===== config.mk =====
export PLATFORM = sky130hd
export DESIGN_NAME = mtr_incr_sched_flat
export DESIGN_NICKNAME = d
export VERILOG_FILES = /design/src/rtl/mtr_incr_sched_if.sv /design/src/rtl/mtr_incr_sched.sv /design/src/flat_wrapper.sv
export SDC_FILE = /design/constraint.sdc
export NUM_CORES = 1
export LEC_CHECK = 0
export CORE_AREA = 2 2 39 41
export CTS_CLUSTER_DIAMETER = 40
export CTS_CLUSTER_SIZE = 10
export DETAILED_ROUTE_END_ITERATION = 12
export DIE_AREA = 0 0 41 43
export GPL_ROUTABILITY_DRIVEN = 0
export PLACE_DENSITY = 0.8
export RECOVER_POWER = 100
export SYNTH_ARGS = -nofsm -noshare
export SYNTH_HDL_FRONTEND = slang
export SYNTH_SLANG_ARGS = --single-unit

===== constraint.sdc =====
create_clock -name clk -period 2.9 [get_ports clk]
set_input_delay 0.29 -clock clk [delete_from_list [all_inputs] [get_ports clk]]
set_output_delay 0.29 -clock clk [all_outputs]
set_load 0.05 [all_outputs]

===== src/rtl/mtr_incr_sched_if.sv =====
// Bundle of meter-scheduler signals shared between the MTR counters, the PI
// board and the EBUS read mux. The slave modport is the scheduler's view and
// the master modport is the view of whatever drives it.
interface mtr_incr_sched_if #(
    parameter int NSRC = 4,
    parameter int SELW = 2
);
    logic [NSRC-1:0] OVF;
    logic            INTERVAL_DONE;
    logic [2:0]      MTR_PIA;
    logic            MTR_HONOR;
    logic            INCR_DONE;
    logic            CLR_LOST;
    logic            INTERRUPT_REQ;
    logic            VECTOR_REQ;
    logic [SELW-1:0] INCR_SEL;
    logic [NSRC-1:0] PENDING;
    logic [NSRC-1:0] LOST;

    modport slave (
        input  OVF, INTERVAL_DONE, MTR_PIA, MTR_HONOR, INCR_DONE, CLR_LOST,
        output INTERRUPT_REQ, VECTOR_REQ, INCR_SEL, PENDING, LOST
    );

    modport master (
        output OVF, INTERVAL_DONE, MTR_PIA, MTR_HONOR, INCR_DONE, CLR_LOST,
        input  INTERRUPT_REQ, VECTOR_REQ, INCR_SEL, PENDING, LOST
    );
endinterface


===== src/rtl/mtr_incr_sched.sv =====
// Meter-counter overflow scheduler. Counter carries are latched as pending
// increments and served one at a time: request the PI, wait for the honor,
// then hold INCR_SEL/VECTOR_REQ frozen until microcode reports INCR_DONE.
// The interval-timer vector is the lowest-priority service.
// Optional feature: define MTR_SCHED_ROUND_ROBIN_EN to pick counters
// round-robin after the last-served index instead of fixed priority.
module mtr_incr_sched #(
    parameter int NSRC = 4,
    parameter int SELW = 2
) (
    input  logic                clk,
    input  logic                RESET,
    mtr_incr_sched_if.slave     bus
);
    typedef enum logic [1:0] {IDLE, REQ, SERVE} state_t;

    state_t          state_q, state_d;
    logic [SELW-1:0] sel_q, sel_d;
    logic            vec_q, vec_d;
    logic [NSRC-1:0] pend_q, pend_d;
    logic [NSRC-1:0] lost_q, lost_d;
    logic [NSRC-1:0] clr_w;
    logic [NSRC-1:0] loss_w;
    logic            done_cnt_w;
    logic [SELW-1:0] pick_w;

    // Fixed priority: lowest set index wins.
    function automatic logic [SELW-1:0] pick_fixed(input logic [NSRC-1:0] p);
        logic [SELW-1:0] s;
        s = '0;
        for (int i = NSRC - 1; i >= 0; i--) begin
            if (p[SELW'(i)]) s = SELW'(i);
        end
        return s;
    endfunction

`ifdef MTR_SCHED_ROUND_ROBIN_EN
    logic [SELW-1:0] last_q, last_d;

    // Round robin: first pending index strictly after 'last', wrapping.
    function automatic logic [SELW-1:0] pick_rr(input logic [NSRC-1:0] p,
                                                input logic [SELW-1:0] last);
        logic [SELW-1:0] s;
        int              idx;
        s = '0;
        for (int k = NSRC; k >= 1; k--) begin
            idx = (int'(last) + k) % NSRC;
            if (p[SELW'(idx)]) s = SELW'(idx);
        end
        return s;
    endfunction

    assign pick_w = pick_rr(pend_q, last_q);

    // Remember the counter just finished; the vector never moves the pointer.
    always_comb begin
        last_d = last_q;
        if (done_cnt_w) last_d = sel_q;
    end

    // Pointer starts at the top index so the first pick after reset is 0.
    always_ff @(posedge clk or posedge RESET) begin
        if (RESET) last_q <= SELW'(NSRC - 1);
        else       last_q <= last_d;
    end
`else
    assign pick_w = pick_fixed(pend_q);
`endif

    // A counter (not vector) service completes this cycle.
    assign done_cnt_w = (state_q == SERVE) && bus.INCR_DONE && !vec_q;

    // Pending/lost bookkeeping: a same-cycle carry re-arms the bit being cleared
    // without counting as a loss; CLR_LOST never masks a loss arriving with it.
    always_comb begin
        clr_w = '0;
        for (int i = 0; i < NSRC; i++) begin
            clr_w[i] = done_cnt_w && (sel_q == SELW'(i));
        end
        loss_w = bus.OVF & pend_q & ~clr_w;
        pend_d = (pend_q & ~clr_w) | bus.OVF;
        lost_d = bus.CLR_LOST ? loss_w : (lost_q | loss_w);
    end

    // Next-state and select latching; the select is only ever changed on the
    // way out of IDLE or back into it, so it stays frozen through SERVE.
    always_comb begin
        state_d = state_q;
        sel_d   = sel_q;
        vec_d   = vec_q;
        case (state_q)
            IDLE: begin
                sel_d = '0;
                vec_d = 1'b0;
                if (bus.MTR_PIA != 3'b000 && (|pend_q || bus.INTERVAL_DONE)) begin
                    state_d = REQ;
                    if (|pend_q) sel_d = pick_w;
                    else         vec_d = 1'b1;
                end
            end
            REQ: begin
                if (bus.MTR_HONOR) begin
                    state_d = SERVE;
                end else if (bus.MTR_PIA == 3'b000) begin
                    state_d = IDLE;
                    sel_d   = '0;
                    vec_d   = 1'b0;
                end
            end
            SERVE: begin
                if (bus.INCR_DONE) begin
                    state_d = IDLE;
                    sel_d   = '0;
                    vec_d   = 1'b0;
                end
            end
            default: begin
                state_d = IDLE;
                sel_d   = '0;
                vec_d   = 1'b0;
            end
        endcase
    end

    // State, select and flag registers.
    always_ff @(posedge clk or posedge RESET) begin
        if (RESET) begin
            state_q <= IDLE;
            sel_q   <= '0;
            vec_q   <= 1'b0;
            pend_q  <= '0;
            lost_q  <= '0;
        end else begin
            state_q <= state_d;
            sel_q   <= sel_d;
            vec_q   <= vec_d;
            pend_q  <= pend_d;
            lost_q  <= lost_d;
        end
    end

    assign bus.INTERRUPT_REQ = (state_q == REQ);
    assign bus.VECTOR_REQ    = vec_q;
    assign bus.INCR_SEL      = sel_q;
    assign bus.PENDING       = pend_q;
    assign bus.LOST          = lost_q;

endmodule


===== src/flat_wrapper.sv =====
// flat-port wrapper written by rule: the top's interface ports become plain ports
module mtr_incr_sched_flat 
#(
    parameter int NSRC = 4,
    parameter int SELW = 2
)
  (clk, RESET, bus_OVF, bus_INTERVAL_DONE, bus_MTR_PIA, bus_MTR_HONOR, bus_INCR_DONE, bus_CLR_LOST, bus_INTERRUPT_REQ, bus_VECTOR_REQ, bus_INCR_SEL, bus_PENDING, bus_LOST);
  mtr_incr_sched_if #(.NSRC(NSRC), .SELW(SELW)) bus_i ();
  input  logic clk;
  input  logic RESET;
  input wire logic [$bits(bus_i.OVF)-1:0] bus_OVF;
  input wire logic [$bits(bus_i.INTERVAL_DONE)-1:0] bus_INTERVAL_DONE;
  input wire logic [$bits(bus_i.MTR_PIA)-1:0] bus_MTR_PIA;
  input wire logic [$bits(bus_i.MTR_HONOR)-1:0] bus_MTR_HONOR;
  input wire logic [$bits(bus_i.INCR_DONE)-1:0] bus_INCR_DONE;
  input wire logic [$bits(bus_i.CLR_LOST)-1:0] bus_CLR_LOST;
  output wire logic [$bits(bus_i.INTERRUPT_REQ)-1:0] bus_INTERRUPT_REQ;
  output wire logic [$bits(bus_i.VECTOR_REQ)-1:0] bus_VECTOR_REQ;
  output wire logic [$bits(bus_i.INCR_SEL)-1:0] bus_INCR_SEL;
  output wire logic [$bits(bus_i.PENDING)-1:0] bus_PENDING;
  output wire logic [$bits(bus_i.LOST)-1:0] bus_LOST;
  assign bus_i.OVF = bus_OVF;
  assign bus_i.INTERVAL_DONE = bus_INTERVAL_DONE;
  assign bus_i.MTR_PIA = bus_MTR_PIA;
  assign bus_i.MTR_HONOR = bus_MTR_HONOR;
  assign bus_i.INCR_DONE = bus_INCR_DONE;
  assign bus_i.CLR_LOST = bus_CLR_LOST;
  assign bus_INTERRUPT_REQ = bus_i.INTERRUPT_REQ;
  assign bus_VECTOR_REQ = bus_i.VECTOR_REQ;
  assign bus_INCR_SEL = bus_i.INCR_SEL;
  assign bus_PENDING = bus_i.PENDING;
  assign bus_LOST = bus_i.LOST;
  mtr_incr_sched #(.NSRC(NSRC), .SELW(SELW)) u_core (.clk(clk), .RESET(RESET), .bus(bus_i));
endmodule

-- Word-level counts from Yosys, hierarchy flattened
Cells that the tools add are included.
- bits in latches: 0
- bits in read-only memories: 0
- word-level logic and storage cells: 55
- bits in writable memories: 0
- output and inout port bits: 12
- register bits after elaboration: 13
- bits of input ports: 13
- memories kept: 0
- shift operators: 0
- $mul: 0
- reductions and logical operators: 16
- order comparisons: 0
- eq/ne operators: 10
- divide/modulo/power cells: 0
- muxes and demuxes: 18
- add/subtract/negate cells: 0
- bitwise operators: 6
- operators by type and width (operator ; number):
    two-way mux 2 bit ; 9
    bitwise AND 4 bit ; 3
    case mux 2 bit (3 select lines) ; 2
    bitwise OR 4 bit ; 2
    logical AND 1 bit ; 7
    equality test 2 bit (second input constant) ; 3
    AND reduction 3 bit ; 2
    two-way mux 1 bit ; 5
    equality test 2 x 1 -> 1 bit (second input constant) ; 2
    zero test 2 bit ; 2
    two-way mux 4 bit ; 1
    inequality test 2 x 1 -> 1 bit (second input constant) ; 2
    inequality test 2 bit (second input constant) ; 2
    NOT 4 bit ; 1
    OR reduction 4 bit ; 1
    zero test 3 bit ; 1
    inequality test 3 x 2 -> 1 bit (second input constant) ; 1
    case mux 1 bit (3 select lines) ; 1
    nonzero test 3 bit ; 1
    zero test 1 bit ; 1
    logical OR 1 bit ; 1

-- Depth between registers and ports, before layout
Gate-level depths: netlist of run 1.
- depth in word-level cells: 8
- mapped depth: 3
- depth with buffers taken out: 3

-- Worst setup path before layout of run 1
No wires, ideal clock.
- path type: flip-flop to flip-flop
- start point: register u_core.state_q[0]
- end point: register u_core.sel_q[0] (netlist: u_core.bus.INCR_SEL[0])
- buffers on the path: 0
- data required time: 2833 ps
- arrival time: 1555 ps
- slack: 1278 ps
- stages on the path, launching flop included: 4
- period minus slack after synthesis: 1622 ps
- setup time: 67 ps
- cell sequence: dfrtp_1 -> nor2b_1 -> a21o_1 -> a221o_1
- word-level cells in the longest chain between the ends: 3
- elaborated cells between the ends (all ways): 8
- those cells by class: 5 x eq/ne; 1 x mux; 2 x reduce/logical
- RTL lines (what ; RTL line ; source):
    start, declared ; mtr_incr_sched.sv:17 ; state_t state_q, state_d;
    start signal, assigned ; mtr_incr_sched.sv:134 ; state_q <= state_d;
    equality test 2 x 1 -> 1 bit * ; n/a ;
    net bus_INTERRUPT_REQ ; flat_wrapper.sv:17 ; output wire logic [$bits(bus_i.INTERRUPT_REQ)-1:0] bus_INTERRUPT_REQ;
    inequality test 2 x 1 -> 1 bit (no line) / inequality test 2 bit (equally long branches) ; n/a ;
    AND reduction 3 bit (no line) ; n/a ;
    end signal, assigned ; mtr_incr_sched.sv:135 ; sel_q <= sel_d;
    end, declared ; mtr_incr_sched.sv:18 ; logic [SELW-1:0] sel_q, sel_d;
The timed path passes the listed nets; every way through them passes the cells marked *.
A chain may end at the register's enable or synchronous reset.

-- Final worst setup path of run 1
- start point: register u_core.state_q[0]
- end point: output bus_INTERRUPT_REQ
- word-level cells in the longest chain between the ends: 1
- RTL lines (what ; RTL line ; source):
    equality test 2 x 1 -> 1 bit ; mtr_incr_sched.sv:142 ; assign bus.INTERRUPT_REQ = (state_q == REQ);
    end, declared ; flat_wrapper.sv:17 ;
No other way between the ends.

==> results.json, run 1 <==
{
  "setup_viol_count_final": 0,
  "yosys_warnings": 0,
  "clkTransAtPathRegs_ns": 0.08,
  "row_count": 14,
  "ys_seq_elements": 12,
  "placedInstanceArea_um2": 773.2,
  "vdd_drop_max_mv": 0.3744,
  "hold_viol": 0,
  "initial_utilization": 0.3834,
  "antenna_found_initial": 0,
  "hpwl_um": 868,
  "clkLatencyLatePin_ns": 0.27,
  "cap_viol_max_count": 0,
  "status": "finished, final reports clean",
  "syn-num-nets": 58,
  "antenna_left": 0,
  "maxSlewHeadroom": 0.6627,
  "start_kind": "flip-flop",
  "cp.arrival_ns": 1.83,
  "cts-htree-levels": 1,
  "synthAdderAreaFrac": 0,
  "synth_area_um2": 530.5,
  "synthMuxAreaShare": 0,
  "dieArea_mm2": 0.001763,
  "fp.dieW_um": 41,
  "cts_num_sinks": 12,
  "n_antenna_cell": 0,
  "drv_slew": 0,
  "cts_made_buffers": 3,
  "cts_root_buffer": "clkbuf_4",
  "place_ws_ns": 1.136,
  "fin_area_um2": 804.5,
  "synth_top_family_by_area": "simple AND/OR/NAND/NOR gates",
  "gr-total-overflow": 0,
  "finalCritPeriodShare": 0.7306,
  "grt_use_total": 0.1569,
  "finClkSkew_ns": 0.002669,
  "crit_required_ns": 2.61,
  "die_y_um": 43,
  "grt_pass1_wl_um": 1821,
  "grt_pass1_vias": 421,
  "final_core_util": 0.5814,
  "core_area_mm2": 0.001384,
  "cellPowerDensity_mw_per_mm2": 638.3,
  "avgViaCountPerCell": 5.195,
  "drive_above_1_share": 0.1408,
  "cts_hold_buf": 0,
  "nets": 85,
  "grt_setup_unrepaired": "no",
  "post-route-min-period_ns": 2.119,
  "synth_cells": 45,
  "worstMarginPinSlew_ns": 0.5042,
  "postCtsSetupRepairBufs": 0,
  "synth_compound_area_frac": 0.1675,
  "cp_max_fo": 6,
  "cts_tree": "done",
  "ys_seq_area_frac": 0.5660,
  "synth_area_per_cell_um2": 11.79,
  "ios": 25,
  "wl_per_cell_um": 12.86,
  "crit_type": "reg -> out",
  "synth-xor-area-share": 0,
  "setup_ws_ns": 0.7811,
  "cts_max_path_buffers": 2,
  "grt_max_degree": 13,
  "wl_um": 1119,
  "final.setup.tns_ns": 0,
  "route.detailed.drc": 0,
  "first_pass_iters": 4,
  "num_vias": 452,
  "port_buffers": 23,
  "setup.worst_path.end_class": "primary output",
  "synth_simple_gate_area_frac": 0.2099,
  "power.leakage_nw": 0.3365,
  "cts_resized": 0,
  "mostFrequentLayoutCells": "dlygate4sd3_1 (15), dfrtp_1 (12), clkdlybuf4s50_1 (8), inv_1 (5)",
  "fmax_mhz": 471.9,
  "p_total_mw": 0.5135,
  "layout_commonest_cell": "dlygate4sd3_1",
  "syn_to_final_growth_pct": 51.65,
  "min_path_type": "in -> async",
  "synth_cell_type_count": 25,
  "drtIter0Drc": 10
}
[state kept, by name (all words and copies together), names as in the netlist]
signal                 flops
u_core.bus.INCR_SEL        1
u_core.bus.LOST            4
u_core.bus.PENDING         4
u_core.bus.VECTOR_REQ      1
u_core.state_q             2
[cell usage after synthesis]
| master | n | area share |
|---|---|---|
| a2111oi_0 | 1 | 0.017 |
| a211o_1 | 1 | 0.017 |
| a21bo_2 | 1 | 0.019 |
| a21o_1 | 2 | 0.028 |
| a221o_1 | 1 | 0.019 |
| a22o_1 | 2 | 0.033 |
| a32o_1 | 1 | 0.019 |
| and3_1 | 1 | 0.012 |
| and3_2 | 1 | 0.014 |
| and4bb_2 | 1 | 0.024 |
| buf_4 | 1 | 0.014 |
| conb_1 | 1 | 0.0071 |
| dfrtp_1 | 12 | 0.57 |
| inv_1 | 5 | 0.035 |
| nand2_1 | 2 | 0.014 |
| nor2_1 | 1 | 0.0071 |
| nor2b_1 | 1 | 0.012 |
| nor3_1 | 1 | 0.0094 |
| nor3b_1 | 1 | 0.014 |
| nor4_1 | 1 | 0.012 |
| nor4_2 | 1 | 0.024 |
| o2bb2ai_1 | 1 | 0.017 |
| or2_2 | 2 | 0.024 |
| or3_1 | 2 | 0.024 |
| or3_4 | 1 | 0.021 |
[power by group]
group          leakage, nW  total, mW  internal [mW]  switching, mW
clock network       0.0210      0.131         0.0762         0.0551
logic                0.185      0.171         0.0639          0.107
registers            0.131      0.212          0.190         0.0218
[per-stage QoR]
stage,hold WS [ns],cells
after floorplan,0.1547,45
after global placement,0.4792,83
after detailed placement,0.4826,83
after CTS,0.3431,87
after global routing,0.5018,87
final,0.4535,87
[cells by family after synthesis]
group,count (synthesis)
DFF,12
other,1
AOI/OAI and AO/OA,10
and+or+nand+nor,16
buffers and inverters,6
[final cells by class]
class                   count  area [µm²]
flip-flops and latches     12       300.3
inverters                   5       18.77
fillers                   128       579.3
repair buffers             23       230.2
clock buffers               4       36.28
well taps                  16       20.02
multi-input cells          27       198.9
[worst paths after layout]
kind,start,endpoint,slack (ns),cells after the start
worst max-delay path,u_core.state_q[0],bus_INTERRUPT_REQ,0.78,2
worst min-delay path,RESET,u_core.bus.LOST[1],0.45,2
worst max register to register,u_core.bus.PENDING[2],u_core.bus.VECTOR_REQ,1.61,3
worst min register to register,u_core.bus.LOST[1],u_core.bus.LOST[1],0.50,1
max in group asynchronous,RESET,u_core.bus.VECTOR_REQ,2.14,2
min in group clk,u_core.bus.LOST[1],u_core.bus.LOST[1],0.50,1
[metal layers]
| layer | track usage | wire, µm | up-vias |
|---|---|---|---|
| met5 | 0 | 0 | - |
| met4 | 0.08000 | 13 | 0 |
| met3 | 0.04712 | 100 | 2 |
| met2 | 0.2219 | 498 | 21 |
| met1 | 0.2103 | 505 | 217 |
| li1 | - | - | 212 |
[critical path: stages (launching register included)]
cell and delay (ns):
dfrtp_1 0.41, nor2b_1 0.25, dlygate4sd3_1 0.90
(Power assumes the default switching activity.)
==> inputs of run 2 (changes only) <==
CORE_AREA = unset   (was 2 2 39 41)
CORE_MARGIN = 1.5   (was unset)
CORE_UTILIZATION = 34   (was unset)
DIE_AREA = unset   (was 0 0 41 43)
PLACE_DENSITY = 0.73   (was 0.8)
clock period = 1.79 ns   (was 2.9 ns; I/O delays follow)
==> run 2 against run 1 <==
Net effect:
- setup slack lost 0.71 ns
- global-route usage down 1.9 points
- cell count decreased by 1.1%
- critical endpoint is now bus_PENDING[1]
- largest cell class unchanged
- critical path type unchanged
==> results.json, run 2 (synthesized netlist as in run 1, its figures left out) <==
{
  "antenna_found_initial": 0,
  "n_antenna_cell": 0,
  "grt_pass1_vias": 444,
  "cts-htree-levels": 1,
  "drive_above_1_share": 0.1429,
  "crit_required_ns": 1.61,
  "setup.worst_path.end_class": "primary output",
  "grt_setup_unrepaired": "no",
  "fp.dieW_um": 42.50,
  "seqPwrFrac": 0.440,
  "drtIter0Drc": 5,
  "use_met1": 0.1768,
  "reg2regPathDepth": 3,
  "setup_viol_count_final": 0,
  "route.detailed.drc": 0,
  "min_path_type": "in -> async",
  "initial_utilization": 0.3563,
  "first_pass_iters": 3,
  "critPathSlowestCell": "dlygate4sd3_1",
  "postCtsSetupRepairBufs": 0,
  "grt_max_degree": 13,
  "critPathMaxStageDelay_ns": 0.89,
  "core_area_mm2": 0.001489,
  "placedInstanceArea_um2": 770.7,
  "vdd_drop_max_mv": 0.5395,
  "start_kind": "flip-flop",
  "grt_use_met3": 0.03448,
  "cp.arrival_ns": 1.54,
  "antenna_left": 0,
  "row_count": 14,
  "cts_made_buffers": 3,
  "cts_num_sinks": 12,
  "fin_area_um2": 785.8,
  "cts_hold_buf": 0,
  "dieArea_mm2": 0.001806,
  "grt_util_met2": 0.2215,
  "clkLatencyLatePin_ns": 0.27,
  "worstMarginPinSlew_ns": 0.5005,
  "syn_to_final_growth_pct": 48.11,
  "cap_viol_max_count": 0,
  "cts_tree": "done",
  "grt_pass1_wl_um": 1883,
  "ios": 25,
  "cp_max_fo": 4,
  "final_core_util": 0.5277,
  "cts_max_path_buffers": 2,
  "fill_cells": 131,
  "clkTransAtPathRegs_ns": 0.07,
  "gr-total-overflow": 0,
  "finalCritPeriodShare": 0.9628,
  "maxSlewHeadroom": 0.6652,
  "regToRegSetupSlack_ns": 0.49,
  "wl_per_cell_um": 12.72,
  "cts_root_buffer": "clkbuf_4",
  "post-route-min-period_ns": 1.723,
  "mostFrequentLayoutCells": "dlygate4sd3_1 (12), dfrtp_1 (12), clkdlybuf4s50_1 (10), inv_1 (5)",
  "cellPowerDensity_mw_per_mm2": 992.3,
  "hold_viol": 0,
  "drv_slew": 0,
  "status": "finished, final reports clean",
  "fmax_mhz": 580.2,
  "fin_cells": 86,
  "path_buf_inv": 1,
  "grt.busiest_layer": "met2",
  "path_cells": "dlygate4sd3_1",
  "p_int_mw": 0.4843,
  "avgViaCountPerCell": 5.140,
  "nets": 85,
  "final.setup.tns_ns": 0,
  "wl_um": 1094,
  "grt_use_total": 0.1380,
  "crit_family": "buffers and inverters",
  "die_y_um": 42.50,
  "cts_resized": 0,
  "port_buffers": 23,
  "clkPwrFrac": 0.209,
  "num_vias": 442,
  "r2r_start": "u_core.bus.PENDING[2]",
  "r2r_end": "u_core.bus.VECTOR_REQ",
  "crit_type": "reg -> out",
  "dp_cells": 83,
  "finClkSkew_ns": 0.005071,
  "power.leakage_nw": 0.3252,
  "p_sw_mw": 0.2954,
  "switching_share": 0.3789,
  "power_frac_comb": 0.351
}
[run 2: final cells by class]
cell class | count | area [µm²] | share of cell area
repair buffers | 23 | 225.2 | 0.2866
well taps | 16 | 20.02 | 0.02548
inverters | 5 | 18.77 | 0.02389
clock buffers | 3 | 22.52 | 0.02866
multi-input cells | 27 | 198.9 | 0.2532
flip-flops and latches | 12 | 300.3 | 0.3822
[run 2: metal layers]
| metal | up-vias | wire length (µm) |
|---|---|---|
| met1 | 207 | 504 |
| met5 | - | 0 |
| met4 | 0 | 15 |
| li1 | 214 | - |
| met2 | 19 | 477 |
| met3 | 2 | 95 |
[run 2: how the worst max path moves through the flow]
stage / startpoint / endpoint / slack, ns / cells past startpoint
finish: u_core.bus.PENDING[1] / bus_PENDING[1] / 0.07 / 1
global route: u_core.bus.PENDING[2] / bus_PENDING[2] / 0.03 / 1
CTS: u_core.bus.INCR_SEL[0] / bus_INCR_SEL[0] / 0.10 / 1
detailed placement: bus_MTR_PIA[1] / u_core.bus.INCR_SEL[0] / 0.23 / 4
global placement: bus_MTR_PIA[1] / u_core.bus.INCR_SEL[0] / 0.27 / 4
floorplan: u_core.state_q[0] / u_core.bus.INCR_SEL[0] / 0.17 / 3
[run 2: through the flow]
stage	setup slack [ns]	hold WS, ns	power (mW)
floorplan	0.1683	0.04370	0.5315
global placement	0.2678	0.4788	0.6336
detailed placement	0.2291	0.4802	0.6362
CTS	0.1048	0.2248	0.7942
global route	0.03286	0.4051	0.8127
finish	0.06657	0.3451	0.7797
[run 2: power groups by stage]
stage | Combinational [mW] | Sequential (mW) | Clock, mW
global placement | 0.286 | 0.348 | 0
detailed placement | 0.287 | 0.349 | 0
global route | 0.288 | 0.350 | 0.174
finish | 0.273 | 0.343 | 0.163
floorplan | 0.124 | 0.407 | 0
CTS | 0.289 | 0.343 | 0.162
==> inputs of run 3 (changes only) <==
CELL_PAD_IN_SITES_DETAIL_PLACEMENT = 0   (was unset)
CELL_PAD_IN_SITES_GLOBAL_PLACEMENT = 2   (was unset)
CORE_UTILIZATION = 20   (was 34)
CTS_CLUSTER_DIAMETER = 100   (was 40)
PLACE_DENSITY = 0.72   (was 0.73)
==> run 3 against run 2 <==
Net effect:
- register-to-register slack hardly changed
- via count decreased by 3.4%
- cell area increased by 4.0%
- critical path depth unchanged
- setup slack gained 0.026 ns
- utilization decreased by 20 points
- clock skew fell by 0.0018 ns
- first-iteration DRC count decreased by 60%
- maximum frequency grew 1.5%
- highest routed layer unchanged
- total power up 6.9%
- non-clock buffer count is the same
- count of clock-buffer cells in the layout is 1 higher
==> results.json, run 3 (synthesized netlist as in run 1, its figures left out) <==
{
  "status": "finished, final reports clean",
  "crit_type": "reg -> out",
  "cts_resized": 0,
  "cts_hold_buf": 0,
  "core_area_mm2": 0.002500,
  "maxSlewHeadroom": 0.6625,
  "hpwl_um": 895.2,
  "grt_setup_unrepaired": "no",
  "initial_utilization": 0.2122,
  "grt_pass1_wl_um": 1897,
  "crit_family": "buffers and inverters",
  "route.detailed.drc": 0,
  "cts_max_path_buffers": 2,
  "fp.dieW_um": 54.50,
  "port_buffers": 23,
  "dp_cells": 97,
  "finalCritPeriodShare": 0.9481,
  "layout_commonest_cell": "clkdlybuf4s50_1",
  "cp_max_fo": 5,
  "cts_root_buffer": "clkbuf_4",
  "critPathMaxStageDelay_ns": 0.83,
  "setup_ws_ns": 0.09285,
  "place_ws_ns": 0.2527,
  "gr-total-overflow": 0,
  "crit_required_ns": 1.61,
  "cts_num_sinks": 12,
  "antenna_found_initial": 0,
  "setup_viol_count_final": 0,
  "grt_max_degree": 13,
  "multi_input_area_um2": 198.9,
  "clkTransAtPathRegs_ns": 0.08,
  "setup.worst_path.end_class": "primary output",
  "r2r_start": "u_core.bus.PENDING[2]",
  "cts-htree-levels": 1,
  "power.leakage_nw": 0.3404,
  "reg2regPathDepth": 3,
  "hold_viol": 0,
  "grt_pass1_vias": 448,
  "min_path_type": "in -> async",
  "vdd_drop_max_mv": 0.3865,
  "drtIter0Drc": 2,
  "die_y_um": 54.50,
  "wl_per_cell_um": 11.72,
  "row_count": 18,
  "antenna_left": 0,
  "drv_slew": 0,
  "r2r_end": "u_core.bus.VECTOR_REQ",
  "cp.arrival_ns": 1.52,
  "postCtsSetupRepairBufs": 0,
  "regToRegSetupSlack_ns": 0.49,
  "cellPowerDensity_mw_per_mm2": 1021,
  "cts_made_buffers": 3,
  "cts_tree": "done",
  "n_antenna_cell": 0,
  "syn_to_final_growth_pct": 54.01,
  "post-route-min-period_ns": 1.697,
  "cap_viol_max_count": 0,
  "final.setup.tns_ns": 0,
  "start_kind": "flip-flop",
  "nets": 85,
  "path_buf_inv": 1,
  "ff_latch_area_um2": 300.3,
  "first_pass_iters": 2,
  "fmax_mhz": 589.2,
  "dieArea_mm2": 0.002970,
  "mostFrequentLayoutCells": "clkdlybuf4s50_1 (16), dfrtp_1 (12), dlygate4sd3_1 (6), inv_1 (5)",
  "path_cells": "clkdlybuf4s50_1",
  "fill_cells": 262,
  "drive_above_1_share": 0.1549,
  "avgViaCountPerCell": 4.228,
  "p_total_mw": 0.8339,
  "num_vias": 427,
  "wl_um": 1184,
  "timing.hold.ws_ns": 0.3524,
  "critPathSlowestCell": "clkdlybuf4s50_1",
  "grt_use_total": 0.09357,
  "fin_cells": 101,
  "clkLatencyLatePin_ns": 0.27,
  "ios": 25,
  "finClkSkew_ns": 0.003257,
  "worstMarginPinSlew_ns": 0.5045
}
-- run 3: changes by cell type in the layout (fill, tap and decap cells not counted), sizes merged --
| cell | delta |
|---|---|
| dlygate4sd3 | -6 |
| clkbuf | +1 |
| clkdlybuf4s50 | +6 |
-- run 3: cell type report --
| class | count | share of cell area |
|---|---|---|
| tap | 30 | 0.04594 |
| inverter | 5 | 0.02297 |
| timing repair buffer | 23 | 0.2757 |
| multi-input combinational | 27 | 0.2435 |
| clock buffer | 4 | 0.04441 |
| sequential | 12 | 0.3675 |
-- run 3: power by group --
part           switching [mW]  internal (mW)
Combinational           0.175          0.101
Sequential             0.0367          0.308
Clock                  0.0907          0.124
-- run 3: worst max path at each step --
stage               cells after the start  slack [ns]                    from                      to
floorplan                               3        0.17       u_core.state_q[0]  u_core.bus.INCR_SEL[0]
global placement                        4        0.25          bus_MTR_PIA[1]  u_core.bus.INCR_SEL[0]
detailed placement                      4        0.25          bus_MTR_PIA[1]  u_core.bus.INCR_SEL[0]
CTS                                     1        0.08  u_core.bus.INCR_SEL[0]         bus_INCR_SEL[0]
global route                            1        0.04      u_core.bus.LOST[0]             bus_LOST[0]
finish                                  1        0.09  u_core.bus.INCR_SEL[0]         bus_INCR_SEL[0]
-- run 3: layer usage --
metal  wire [µm]  global-route usage  up-vias  share of wire
met5           0                   0        -              0
met4          21             0.06250        0          0.018
met3         103             0.02732        2          0.087
met2         451              0.1305       23           0.38
met1         607              0.1237      187           0.51
li1            -                   -      215              -
-- run 3: per-stage QoR --
| step | util | cell area, µm² |
|---|---|---|
| finish | 0.3268 | 817.0 |
| global route | 0.3268 | 817.0 |
| CTS | 0.3298 | 824.5 |
| detailed placement | 0.3153 | 788.3 |
| global placement | 0.3153 | 788.3 |
| floorplan | - | 530.5 |
